<file path="src/rtl/ghost_typist.sv">
// ghost_typist: scripted typing-race opponent. Fetches dictionary words by id
// and types each letter as a make/break pair followed by a space, at a pace
// set by speed. Key events share the scorer's interface (key_down, last_change,
// key_valid).
// Optional build macro GHOST_TYPO_EN: an LFSR occasionally makes the ghost
// type a wrong letter, erase it with BACK, then type the correct letter.
module ghost_typist #(
  parameter int         HOLD_TICKS = 2,
  parameter logic [7:0] ID_STEP    = 8'd37,
  parameter int         MAX_LEN    = 15
) (
  input  logic                   clk_div,
  input  logic                   rst,
  input  logic                   start,
  input  logic [7:0]             seed,
  input  logic [6:0]             speed,
  input  logic [6:0]             target,
  input  logic [5*MAX_LEN-1:0]   word_in,
  input  logic [4:0]             wordnum,
  output logic [7:0]             word_id,
  output logic [127:0]           key_down,
  output logic [8:0]             last_change,
  output logic                   key_valid,
  output logic [6:0]             ghost_num,
  output logic [4:0]             ghost_pos,
  output logic                   busy,
  output logic                   done
);

  typedef enum logic [2:0] {
    ST_IDLE, ST_FETCH, ST_LATCH, ST_PRESS, ST_HOLD, ST_RELEASE, ST_GAP, ST_DONE
  } state_t;

  typedef enum logic [1:0] {
    K_LETTER, K_SPACE, K_TYPO, K_BACK
  } kind_t;

  localparam logic [8:0]  SCAN_SPACE = 9'd41;
  localparam logic [15:0] HOLD_LOAD  = (HOLD_TICKS > 1) ? 16'(HOLD_TICKS - 2) : 16'd0;

  state_t                 state, state_next;
  logic [5*MAX_LEN-1:0]   word_reg;
  logic [4:0]             len_reg;
  logic [15:0]            tick_cnt;
  logic [8:0]             key_reg;
  kind_t                  kind_reg;

  logic [4:0]             letter_code;
  logic                   is_letter;
  logic [8:0]             sel_code;
  kind_t                  sel_kind;
  logic [8:0]             active_code;
  logic [6:0]             gap_len;
  logic [6:0]             tgt;
  logic [15:0]            gap_load;
  logic                   finish_rel;
  logic                   finish_gap;

`ifdef GHOST_TYPO_EN
  typedef enum logic [1:0] {PH_NONE, PH_BACK, PH_FIX} phase_t;
  phase_t      phase;
  logic [7:0]  lfsr;
  logic [7:0]  lfsr_next;
  logic [4:0]  wrong_code;
`endif

  function automatic logic [8:0] scan_of(input logic [4:0] code);
    case (code)
      5'd1:  scan_of = 9'd28;
      5'd2:  scan_of = 9'd50;
      5'd3:  scan_of = 9'd33;
      5'd4:  scan_of = 9'd35;
      5'd5:  scan_of = 9'd36;
      5'd6:  scan_of = 9'd43;
      5'd7:  scan_of = 9'd52;
      5'd8:  scan_of = 9'd51;
      5'd9:  scan_of = 9'd67;
      5'd10: scan_of = 9'd59;
      5'd11: scan_of = 9'd66;
      5'd12: scan_of = 9'd75;
      5'd13: scan_of = 9'd58;
      5'd14: scan_of = 9'd49;
      5'd15: scan_of = 9'd68;
      5'd16: scan_of = 9'd77;
      5'd17: scan_of = 9'd21;
      5'd18: scan_of = 9'd45;
      5'd19: scan_of = 9'd27;
      5'd20: scan_of = 9'd44;
      5'd21: scan_of = 9'd60;
      5'd22: scan_of = 9'd42;
      5'd23: scan_of = 9'd29;
      5'd24: scan_of = 9'd34;
      5'd25: scan_of = 9'd53;
      5'd26: scan_of = 9'd26;
      default: scan_of = SCAN_SPACE;
    endcase
  endfunction

  // Pick the key to press next: the current letter of the latched word, or SPACE
  // once the word is exhausted or the slot holds a non-letter code.
  always_comb begin
    letter_code = '0;
    for (int i = 0; i < MAX_LEN; i++) begin
      if (ghost_pos == 5'(i)) letter_code = word_reg[5*i +: 5];
    end
    is_letter = (ghost_pos < len_reg) && (letter_code >= 5'd1) && (letter_code <= 5'd26);
    sel_code  = SCAN_SPACE;
    sel_kind  = K_SPACE;
`ifdef GHOST_TYPO_EN
    wrong_code = (letter_code == 5'd26) ? 5'd1 : letter_code + 5'd1;
    lfsr_next  = {lfsr[6:0], lfsr[7] ^ lfsr[5] ^ lfsr[4] ^ lfsr[3]};
    if (phase == PH_BACK) begin
      sel_code = 9'd102;
      sel_kind = K_BACK;
    end else if (is_letter && phase == PH_NONE && lfsr[2:0] == 3'd0) begin
      sel_code = scan_of(wrong_code);
      sel_kind = K_TYPO;
    end else if (is_letter) begin
      sel_code = scan_of(letter_code);
      sel_kind = K_LETTER;
    end
`else
    if (is_letter) begin
      sel_code = scan_of(letter_code);
      sel_kind = K_LETTER;
    end
`endif
  end

  // State register; reset drops straight to IDLE so every output clears at once.
  always_ff @(posedge clk_div or posedge rst) begin
    if (rst) state <= ST_IDLE;
    else     state <= state_next;
  end

  // Next-state and key outputs. The release cycle doubles as the first gap tick,
  // so the letter period is HOLD_TICKS + max(speed,1) and GAP itself is skipped
  // when that gap is a single tick.
  always_comb begin
    gap_len    = (speed == 7'd0) ? 7'd1 : speed;
    tgt        = (target == 7'd0) ? 7'd1 : target;
    gap_load   = {9'd0, gap_len} - 16'd2;
    finish_rel = (kind_reg == K_SPACE) && ((ghost_num + 7'd1) == tgt);
    finish_gap = (kind_reg == K_SPACE) && (ghost_num == tgt);
    state_next = state;
    case (state)
      ST_IDLE:    if (start) state_next = ST_FETCH;
      ST_FETCH:   state_next = ST_LATCH;
      ST_LATCH:   state_next = ST_PRESS;
      ST_PRESS:   state_next = (HOLD_TICKS > 1) ? ST_HOLD : ST_RELEASE;
      ST_HOLD:    if (tick_cnt == 16'd0) state_next = ST_RELEASE;
      ST_RELEASE: begin
        if (gap_len != 7'd1)            state_next = ST_GAP;
        else if (kind_reg != K_SPACE)   state_next = ST_PRESS;
        else                            state_next = finish_rel ? ST_DONE : ST_FETCH;
      end
      ST_GAP: begin
        if (tick_cnt == 16'd0) begin
          if (kind_reg != K_SPACE) state_next = ST_PRESS;
          else                     state_next = finish_gap ? ST_DONE : ST_FETCH;
        end
      end
      ST_DONE:    if (!start) state_next = ST_IDLE;
      default:    state_next = ST_IDLE;
    endcase
    if (!start && state != ST_IDLE && state != ST_DONE) state_next = ST_IDLE;

    active_code = (state == ST_PRESS) ? sel_code : key_reg;
    key_down    = '0;
    if (state == ST_PRESS || state == ST_HOLD) key_down = 128'(1) << active_code;
    key_valid   = (state == ST_PRESS) || (state == ST_RELEASE);
    last_change = active_code;
    busy        = (state != ST_IDLE) && (state != ST_DONE);
    done        = (state == ST_DONE);
  end

  // Word latch, tick counter, progress counters and the remembered key.
  always_ff @(posedge clk_div or posedge rst) begin
    if (rst) begin
      word_id   <= '0;
      ghost_num <= '0;
      ghost_pos <= '0;
      word_reg  <= '0;
      len_reg   <= '0;
      tick_cnt  <= '0;
      key_reg   <= '0;
      kind_reg  <= K_LETTER;
`ifdef GHOST_TYPO_EN
      phase     <= PH_NONE;
      lfsr      <= 8'hA5;
`endif
    end else begin
      case (state)
        ST_IDLE: begin
          if (start) begin
            word_id   <= seed;
            ghost_num <= '0;
            ghost_pos <= '0;
`ifdef GHOST_TYPO_EN
            phase     <= PH_NONE;
`endif
          end
        end
        ST_LATCH: begin
          word_reg <= word_in;
          len_reg  <= (wordnum > 5'(MAX_LEN)) ? 5'(MAX_LEN) : wordnum;
        end
        ST_PRESS: begin
          key_reg  <= sel_code;
          kind_reg <= sel_kind;
          tick_cnt <= HOLD_LOAD;
`ifdef GHOST_TYPO_EN
          if (is_letter && phase == PH_NONE) lfsr <= lfsr_next;
`endif
        end
        ST_HOLD, ST_GAP: tick_cnt <= tick_cnt - 16'd1;
        ST_RELEASE: begin
          tick_cnt <= gap_load;
          case (kind_reg)
            K_LETTER: begin
              ghost_pos <= ghost_pos + 5'd1;
`ifdef GHOST_TYPO_EN
              phase     <= PH_NONE;
`endif
            end
            K_SPACE: begin
              ghost_num <= ghost_num + 7'd1;
              ghost_pos <= '0;
              word_id   <= word_id + ID_STEP;
            end
`ifdef GHOST_TYPO_EN
            K_TYPO:  phase <= PH_BACK;
            K_BACK:  phase <= PH_FIX;
`endif
            default: ;
          endcase
        end
        default: ;
      endcase
    end
  end

endmodule

</file>
<file path="config.mk">
export PLATFORM = sky130hd
export DESIGN_NAME = ghost_typist
export DESIGN_NICKNAME = d
export VERILOG_FILES = /design/src/rtl/ghost_typist.sv
export SDC_FILE = /design/constraint.sdc
export NUM_CORES = 1
export LEC_CHECK = 0
export ABC_AREA = 1
export BUFFER_PORTS_ARGS = -buffer_cell sky130_fd_sc_hd__clkbuf_2
export CORE_AREA = 2 2 162 164
export CTS_BUF_LIST = sky130_fd_sc_hd__clkbuf_2
export DETAILED_ROUTE_END_ITERATION = 10
export DIE_AREA = 0 0 164 166
export GPL_ROUTABILITY_DRIVEN = 1
export HOLD_SLACK_MARGIN = 0.06
export PLACE_DENSITY_LB_ADDON = 0.05
export SLEW_MARGIN = 20
export SYNTH_ARGS = -nofsm -noshare
export SYNTH_HDL_FRONTEND = slang
export SYNTH_SLANG_ARGS = --single-unit
</file>
<file path="constraint.sdc">
create_clock -name clk_div -period 6.7 [get_ports clk_div]
set_clock_uncertainty 0.15 [all_clocks]
set_input_delay 0.67 -clock clk_div [delete_from_list [all_inputs] [get_ports clk_div]]
set_output_delay 0.67 -clock clk_div [all_outputs]
set_load 0.01 [all_outputs]
</file>
==> results of run 1 <==
==> layer usage <==
layer,up-vias,wire length [um]
li1,4807,-
met1,4373,13100
met2,269,14000
met3,28,1270
met4,0,391
met5,-,0
==> logic make-up (layout without fill, tap and decap cells) <==
family                   after synthesis  count (layout)  synth area share
AND/OR/NAND/NOR                      765             767             0.387
other                                  0               1                 0
adder cells (fa/ha/maj)               18              18            0.0257
buffers and inverters                213             554            0.0967
flip-flops                           129             129             0.369
XOR/XNOR                              25              25            0.0250
AO/OA/AOI/OAI                        136             136            0.0963
==> path summary, 6_finish.rpt <==
kind	depth (start not counted)	end	slack (ns)	startpoint
setup / recovery	32	key_down[104]	0.71	ghost_pos[0]$_DFFE_PP0P_
hold / removal	3	state[0]$_DFFE_PP0P_	0.16	start
setup reg to reg	27	key_reg[3]$_DFF_PP0_	2.53	ghost_pos[1]$_DFFE_PP0P_
hold reg to reg	2	len_reg[4]$_DFFE_PP0P_	0.35	len_reg[4]$_DFFE_PP0P_
max in group asynchronous	4	key_reg[0]$_DFF_PP0_	4.52	rst
min in group asynchronous	3	word_reg[18]$_DFFE_PP0P_	0.43	rst
==> critical path, delay by kind of cell (launching register included) <==
family | cells | cell delay [ns]
AND/OR/NAND/NOR | 21 | 2.50
buffers and inverters | 8 | 0.90
flip-flops | 1 | 0.50
adder cells (fa/ha/maj) | 2 | 0.37
AO/OA/AOI/OAI | 1 | 0.16
==> per-stage QoR <==
step	util	power (mW)	cells	setup slack [ns]
2_1_floorplan	-	2.69	1286	2.38
3_5_place_dp	0.403	3.20	1839	0.915
3_3_place_gp	0.403	3.19	1839	1.03
4_1_cts	0.448	3.79	1961	0.0184
6_report	0.451	3.82	1965	0.707
5_1_grt	0.451	4.18	1965	0.0690
==> cells in the final DEF (no fill, tap or decap), drive strengths merged <==
cell type,instances
a211oi,1
a21boi,1
a21o,1
a21oi,14
a31o,1
a31oi,2
buf,7
bufinv,2
clkbuf,281
clkinv,7
clkinvlp,1
dfrtp,129
diode,1
dlygate4sd3,90
ha,18
inv,166
nand2,418
nand3,66
nand4,51
nor2,147
nor3,72
nor4,4
o2111ai,1
o211ai,15
o21a,1
o21ai,81
o21bai,1
o221ai,6
o22ai,7
o311ai,4
or2,7
or3,1
or4,1
xnor2,7
xor2,18
==> power groups by stage <==
stage                     Clock [mW]  Sequential, mW  Combinational [mW]
after floorplan                    0            1.26                1.44
after global placement             0            1.32                1.87
after detailed placement           0            1.32                1.88
after CTS                      0.564            1.30                1.93
after global routing           0.596            1.34                2.25
final                          0.543            1.30                1.98
==> final cells by class <==
| type | instances | area share |
|---|---|---|
| clock buffers | 17 | 0.00736 |
| multi-input cells | 946 | 0.410 |
| repair buffers | 361 | 0.199 |
| inverters | 161 | 0.0529 |
| clock inverters | 15 | 0.0149 |
| flip-flops and latches | 129 | 0.279 |
| well taps | 335 | 0.0363 |
| diodes | 1 | 0.000216 |
==> what timing repair did <==
action / in CTS / in global routing
pin swaps: 0 / 2
setup endpoints to repair: 1 / 123
hold buffers: 90 / 0
endpoints found under the hold margin: 156 / 0
cloned: 0 / 2
resized for setup: 1 / 5
setup buffers: 0 / 0
==> impl_metrics.toml, run 1 <==
[synth]
yosysUniqueCellTypes = 50
yosysTopAreaCell = "dfrtp_1"
synth-async-reset-ratio = 1.00
synth-edff-count = 0
ys_seq_elements = 129
synth_flop_cell = "dfrtp_1"
ys.warnings.count = 0
yosys-top-cells-area = "dfrtp_1 (37%), nand2_1 (18%), inv_1 (6.4%), nor2_1 (5.4%), nor3_1 (4.1%)"
synth_cells = 1286
synth_nets = 1409
synth.top_cells.by_count = "nand2_1 (408), inv_1 (150), dfrtp_1 (129)"
syn_avg_cell_area_um2 = 6.80
synth_area_mm2 = 0.00875
yosysTopAreaCellShare = 0.369
synth_seq_area_share = 0.369
synthMostInstantiatedCell = "nand2_1"

[route]
wl_per_cell_um = 14.6
wl_um = 28800
remaining_drc_errors = 0
dr.first_iter.drc_count = 671
dr_total_vias = 9477
vias_per_cell = 4.82
dr.pass1.iters = 5
ant_nets = 0

[sta]
worst_slew_margin_rel = 0.415
whs_ns = 0.156
fin_tns_setup_ns = 0
drv_slew = 0
tightest_slew_ns = 0.877
fin_crit_sh = 0.894
clock.fmax_ghz = 0.167
setup_violations = 0
fin_crit_ns = 5.99
rsz0062_at_grt = "no"
hold_viol = 0

[layout]
drive_above_1_share = 0.225
largest_reg_flops = 75
nFillCells = 2681
regArea_mm2 = 0.00323
area_growth_pct = 32.1
multi_input_area_mm2 = 0.00474
fin_area_mm2 = 0.0116
layout.nets = 1739

[die]
num_io_pins = 265
chipWidth_um = 164
dieArea_mm2 = 0.0272
rows = 59
initial_core_util = 0.341
core_mm2 = 0.0256
die_h_um = 166

[global_route]
use_met2 = 0.366
top_usage_layer = "met2"
grt_overflow = 0
grt_first_pass_wirelength_um = 45600
antenna_found_initial = 1
use_met1 = 0.264
grt_pass1_vias = 8990
grt_max_degree = 70
met3_usage = 0.0360
grt_usage = 0.207

[placement]
placed_area_mm2 = 0.0103
io_buffers = 264
post-dp-hpwl_um = 20800
gp_congestion = 0.813

[pwr]
pwr-share-comb = 0.518
ir_worst_vdd_mv = 0.124
seqPwrFrac = 0.340
power_switching_share = 0.502
pwr-share-clk = 0.142
power.switching_mw = 1.92
leakagePower_nw = 5.88
p_per_area_mw_per_mm2 = 331
internal_power_mw = 1.90

[job]
cap_violations = 0

[setup_path]
cp_max_fo = 11
critical_path_class = "register to primary output"
crit_arrival_ns = 5.17
start_kind = "register"
cp_slowest_cell = "dfrtp_1"
crit_path_end_kind = "primary output"
crit_top_cell = "nand2_1"
cp_slowest_stage_delay_ns = 0.50
crit_required_ns = 5.88

[clock_network]
clkLatencyLatePin_ns = 0.74
cts.clk_slew.worst_paths_ns = 0.27
cts_buffers = 17
clock_path_buffers = 2
clkSinkCount = 129
cts_root_buf = "clkbuf_2"
htree_levels = 4
cts_tree = "done"

[outcome]
status = "complete, no violations"

[hold_path]
hold_path.class = "input pin to register"
Power figures use the tool's default switching activity.
==> run 2: changes to the inputs <==
- BUFFER_PORTS_ARGS: -buffer_cell sky130_fd_sc_hd__clkbuf_2 -> unset
- DONT_BUFFER_PORTS: unset -> 1
==> run 2 against run 1 <==
  * Worst hold slack worse by 0.0089 ns
  * Sequential share of layout area increased by 3.4 points
  * Non-clock buffer count fell by 253
  * Clock-buffer cell count stayed put
  * Register-to-register slack hardly changed
  * Critical endpoint is now key_down[119]
==> impl_metrics.toml, run 2 (synthesis gave the netlist of run 1 again) <==
[global_route]
antenna_found_initial = 1
grt_pass1_vias = 7775
grt_overflow = 0
grt_first_pass_wirelength_um = 41800
grt_usage = 0.192
grt_max_degree = 94

[die]
die_h_um = 166
core_mm2 = 0.0256
initial_core_util = 0.341
num_io_pins = 265
rows = 59
dieArea_mm2 = 0.0272
chipWidth_um = 164

[sta]
setup_ws_ns = 0.610
setup_violations = 0
whs_ns = 0.147
drv_slew = 0
tightest_slew_ns = 0.839
rsz0062_at_grt = "yes"
fin_crit_sh = 0.909
clock.fmax_ghz = 0.164
fin_crit_ns = 6.09
worst_slew_margin_rel = 0.441
hold_viol = 0
fin_tns_setup_ns = 0

[setup_path]
cp_max_fo = 64
crit_path_end_kind = "primary output"
critical_path_class = "register to primary output"
cp_slowest_cell = "dfrtp_2"
crit_top_cell = "nand2_1"
crit_arrival_ns = 5.27
start_kind = "register"
cp_slowest_stage_delay_ns = 0.53
crit_required_ns = 5.88

[clock_network]
clock_path_buffers = 2
cts_buffers = 17
cts.clk_slew.worst_paths_ns = 0.21
clkSinkCount = 129
cts_tree = "done"
post-cts-setup-buffers = 0
htree_levels = 4
cts_root_buf = "clkbuf_2"
clkLatencyLatePin_ns = 0.70

[layout]
nFillCells = 2805
stdcell_count = 1711
regArea_mm2 = 0.00323
largest_reg_flops = 75
layout.nets = 1484
mostFrequentLayoutCell = "nand2_1"
area_growth_pct = 17.9
final_util = 0.402
drive_above_1_share = 0.0750
multi_input_area_mm2 = 0.00472
most-common-layout-cells = "nand2_1 (407), inv_1 (148), nor2_1 (127), dfrtp_1 (127), dlygate4sd3_1 (100)"

[placement]
place_ws_ns = 0.858
post-dp-hpwl_um = 19100
gp_congestion = 0.836
dpl.cell_count = 1576
io_buffers = 0

[route]
vias_per_cell = 4.85
dr_total_vias = 8299
dr.pass1.iters = 6
ant_nets = 0
wl_per_cell_um = 15.3
dr.first_iter.drc_count = 406
remaining_drc_errors = 0
wl_um = 26100

[job]
cap_violations = 0

[outcome]
status = "complete, no violations"

[pwr]
leakagePower_nw = 4.72
p_per_area_mw_per_mm2 = 355
ir_worst_vdd_mv = 0.149

[hold_path]
hold_path.class = "input pin to register"
==> run 2: cell types whose count changed in the layout (fill, tap and decap cells not counted), moves of 2 or more <==
cell,before,now
inv_6,5,8
dfrtp_1,129,127
clkinv_1,3,5
inv_4,3,1
clkinv_2,2,0
clkbuf_2,281,17
nor3_1,71,69
dlygate4sd3_1,90,100
nor3_2,1,3
dfrtp_2,0,2
==> run 2: final cells by class <==
| cell class | instances | area share |
|---|---|---|
| Multi-Input combinational cell | 944 | 0.458 |
| Tap cell | 335 | 0.0407 |
| Clock buffer | 17 | 0.00825 |
| Sequential cell | 129 | 0.313 |
| Inverter | 161 | 0.0598 |
| Clock inverter | 15 | 0.0142 |
| Antenna cell | 2 | 0.000485 |
| Timing Repair Buffer | 108 | 0.105 |
==> run 2: path summary, 6_finish.rpt <==
kind                                           from                       end  slack (ns)  cells after the start
max                        ghost_pos[0]$_DFFE_PP0P_             key_down[119]        0.61                     28
min                                      wordnum[3]    len_reg[3]$_DFFE_PP0P_        0.15                      2
max reg2reg                ghost_pos[0]$_DFFE_PP0P_      key_reg[4]$_DFF_PP0_        2.53                     27
min reg2reg                word_reg[45]$_DFFE_PP0P_  word_reg[45]$_DFFE_PP0P_        0.35                      2
max in group asynchronous                       rst      key_reg[0]$_DFF_PP0_        4.91                      3
min in group asynchronous                       rst   tick_cnt[4]$_DFFE_PP0P_        0.32                      2
==> run 2: layer usage <==
metal | track usage | part of all wire | routed length (um)
met5 | 0 | 0 | 0
met2 | 0.325 | 0.48 | 12500
met4 | 0.0347 | 0.0078 | 204
met3 | 0.0387 | 0.044 | 1140
met1 | 0.257 | 0.47 | 12300
==> run 2: repair_timing <==
action,in CTS,in global routing
endpoints found under the setup margin,2,120
pin swaps,0,0
hold buffers,100,0
endpoints found under the hold margin,146,0
resized for setup,1,9
gates cloned,0,0
==> run 2: stage by stage <==
step           power (mW)  instance area [um^2]
2_1_floorplan        2.69                  8750
3_3_place_gp         3.12                  9000
3_5_place_dp         3.11                  9000
4_1_cts              3.67                 10200
5_1_grt              4.04                 10300
6_report             3.66                 10300
==> run 2: report_power, final <==
group	total (mW)	internal, mW	switching [mW]
combinational	1.85	0.581	1.27
sequential	1.31	1.09	0.222
clock	0.493	0.146	0.347
==> run 2: critical path, delay by kind of cell, from the launching register on <==
| kind | cells | cell delay (ns) |
|---|---|---|
| fa+ha+maj | 2 | 0.51 |
| compound gates | 3 | 0.58 |
| flops | 1 | 0.53 |
| simple gates | 16 | 2.14 |
| buf+inv | 7 | 0.83 |
==> run 3: changes to the inputs <==
- clock period: 6.7 -> 6.8 ns (I/O delays scaled with it)
==> run 3 against run 2 <==
  * Die area stayed put
  * Clock-buffer cell count is 1 higher
  * Sequential share of layout area is 0.39 points lower
  * Utilization is 0.47 points higher
  * Combinational power hardly changed
  * Via count is 1.4% higher
  * Worst hold slack better by 0.0095 ns
  * Critical endpoint is now key_down[83]
  * Largest cell class unchanged
==> impl_metrics.toml, run 3 (synthesis gave the netlist of run 1 again) <==
[global_route]
grt_overflow = 0
antenna_found_initial = 1
grt_first_pass_wirelength_um = 42500
grt_max_degree = 94
grt_pass1_vias = 7857
grt_usage = 0.195

[sta]
fin_tns_setup_ns = 0
worst_slew_margin_rel = 0.443
clock.fmax_ghz = 0.165
tightest_slew_ns = 0.836
drv_slew = 0
hold_viol = 0
setup_ws_ns = 0.723
fin_crit_sh = 0.894
setup_violations = 0
fin_crit_ns = 6.08
rsz0062_at_grt = "no"

[setup_path]
crit_path_end_kind = "primary output"
critical_path_class = "register to primary output"
crit_required_ns = 5.97
start_kind = "register"
worstReg2RegStart = "ghost_pos[0]$_DFFE_PP0P_"
crit_arrival_ns = 5.25
crit_top_cell = "nand2_1"
rrSetupSlack_ns = 2.60
cp_slowest_stage_delay_ns = 0.61
cp_max_fo = 64
reg2reg_to = "key_reg[4]$_DFF_PP0_"
rr_worst_depth = 28
cp_slowest_cell = "dfrtp_1"

[pwr]
p_total_mw = 3.67
p_per_area_mw_per_mm2 = 352
ir_worst_vdd_mv = 0.134
leakagePower_nw = 4.73

[placement]
io_buffers = 0
gp_congestion = 0.836
place_ws_ns = 0.918
post-dp-hpwl_um = 19300
placed_area_mm2 = 0.00900

[hold_path]
hold_depth = 4
holdPathEnd = "tick_cnt[5]$_DFFE_PP0P_"
hold_start = "speed[4]"
hold_path.class = "input pin to register"

[clock_network]
clock_path_buffers = 2
cts_buffers = 17
clkLatencyLatePin_ns = 0.70
cts_tree = "done"
clkSinkCount = 129
htree_levels = 4
cts_root_buf = "clkbuf_2"
post-cts-setup-buffers = 0
cts.clk_slew.worst_paths_ns = 0.23

[route]
vias_per_cell = 4.91
dr.pass1.iters = 5
top_layer = "met4"
dr_wl_met3_um = 1330
wl_um = 26800
dr.first_iter.drc_count = 405
ant_nets = 0
wl_per_cell_um = 15.6
remaining_drc_errors = 0
dr_total_vias = 8415
wl_met2_um = 12600
met1Wirelength_um = 12500

[die]
num_io_pins = 265
core_mm2 = 0.0256
dieArea_mm2 = 0.0272
die_h_um = 166
initial_core_util = 0.341
chipWidth_um = 164
rows = 59

[layout]
area_growth_pct = 19.2
most-common-layout-cells = "nand2_1 (407), inv_1 (148), dfrtp_1 (129), nor2_1 (127), dlygate4sd3_1 (99)"
largest_reg_flops = 75
drive_above_1_share = 0.0895
mostFrequentLayoutCell = "nand2_1"
fin_area_mm2 = 0.0104
layout.nets = 1485
final_util = 0.407

[job]
cap_violations = 0

[outcome]
status = "complete, no violations"
run 3: repair_timing:
item,in CTS,in global routing
setup endpoints to repair,0,99
hold endpoints to repair,148,0
resized for setup,0,27
hold buffers,99,0
run 3: worst max-delay path by stage:
| stage | startpoint | end |
|---|---|---|
| after floorplan | ghost_pos[1]$_DFFE_PP0P_ | key_down[111] |
| after global placement | ghost_pos[1]$_DFFE_PP0P_ | key_down[103] |
| after detailed placement | ghost_pos[1]$_DFFE_PP0P_ | key_down[125] |
| after CTS | ghost_pos[1]$_DFFE_PP0P_ | key_down[103] |
| after global routing | ghost_pos[1]$_DFFE_PP0P_ | key_down[83] |
| final | ghost_pos[1]$_DFFE_PP0P_ | key_down[83] |
run 3: area by class of cell:
class | count | area [um^2]
inverter | 161 | 617
sequential | 129 | 3230
tap | 335 | 419
multi-input combinational | 946 | 4840
fill | 2802 | 15200
timing repair buffer | 107 | 1070
antenna | 3 | 7.51
clock inverter | 14 | 154
clock buffer | 18 | 90.1
run 3: worst max-delay path: cells and delay by family (launching register included):
kind            cells  cell delay, ns
fa+ha+maj           2            0.57
buf+inv             3            0.52
compound gates      2            0.42
flops               1            0.61
simple gates       22            2.40
run 3: metal layers:
layer | vias up | track usage
met1 | 3878 | 0.258
met4 | 0 | 0.0408
met2 | 216 | 0.330
li1 | 4303 | -
met3 | 18 | 0.0400
met5 | - | 0
run 3: report_power, final:
group | internal [mW] | switching, mW | total, mW
combinational | 0.577 | 1.29 | 1.87
sequential | 1.07 | 0.218 | 1.29
clock | 0.174 | 0.335 | 0.510
total | 1.83 | 1.85 | 3.67
run 3: stage by stage:
step	std cells	hold WS [ns]
2_1_floorplan	1286	0.284
3_3_place_gp	1576	0.303
3_5_place_dp	1576	0.309
4_1_cts	1707	0.0637
5_1_grt	1713	0.0701
6_report	1713	0.157
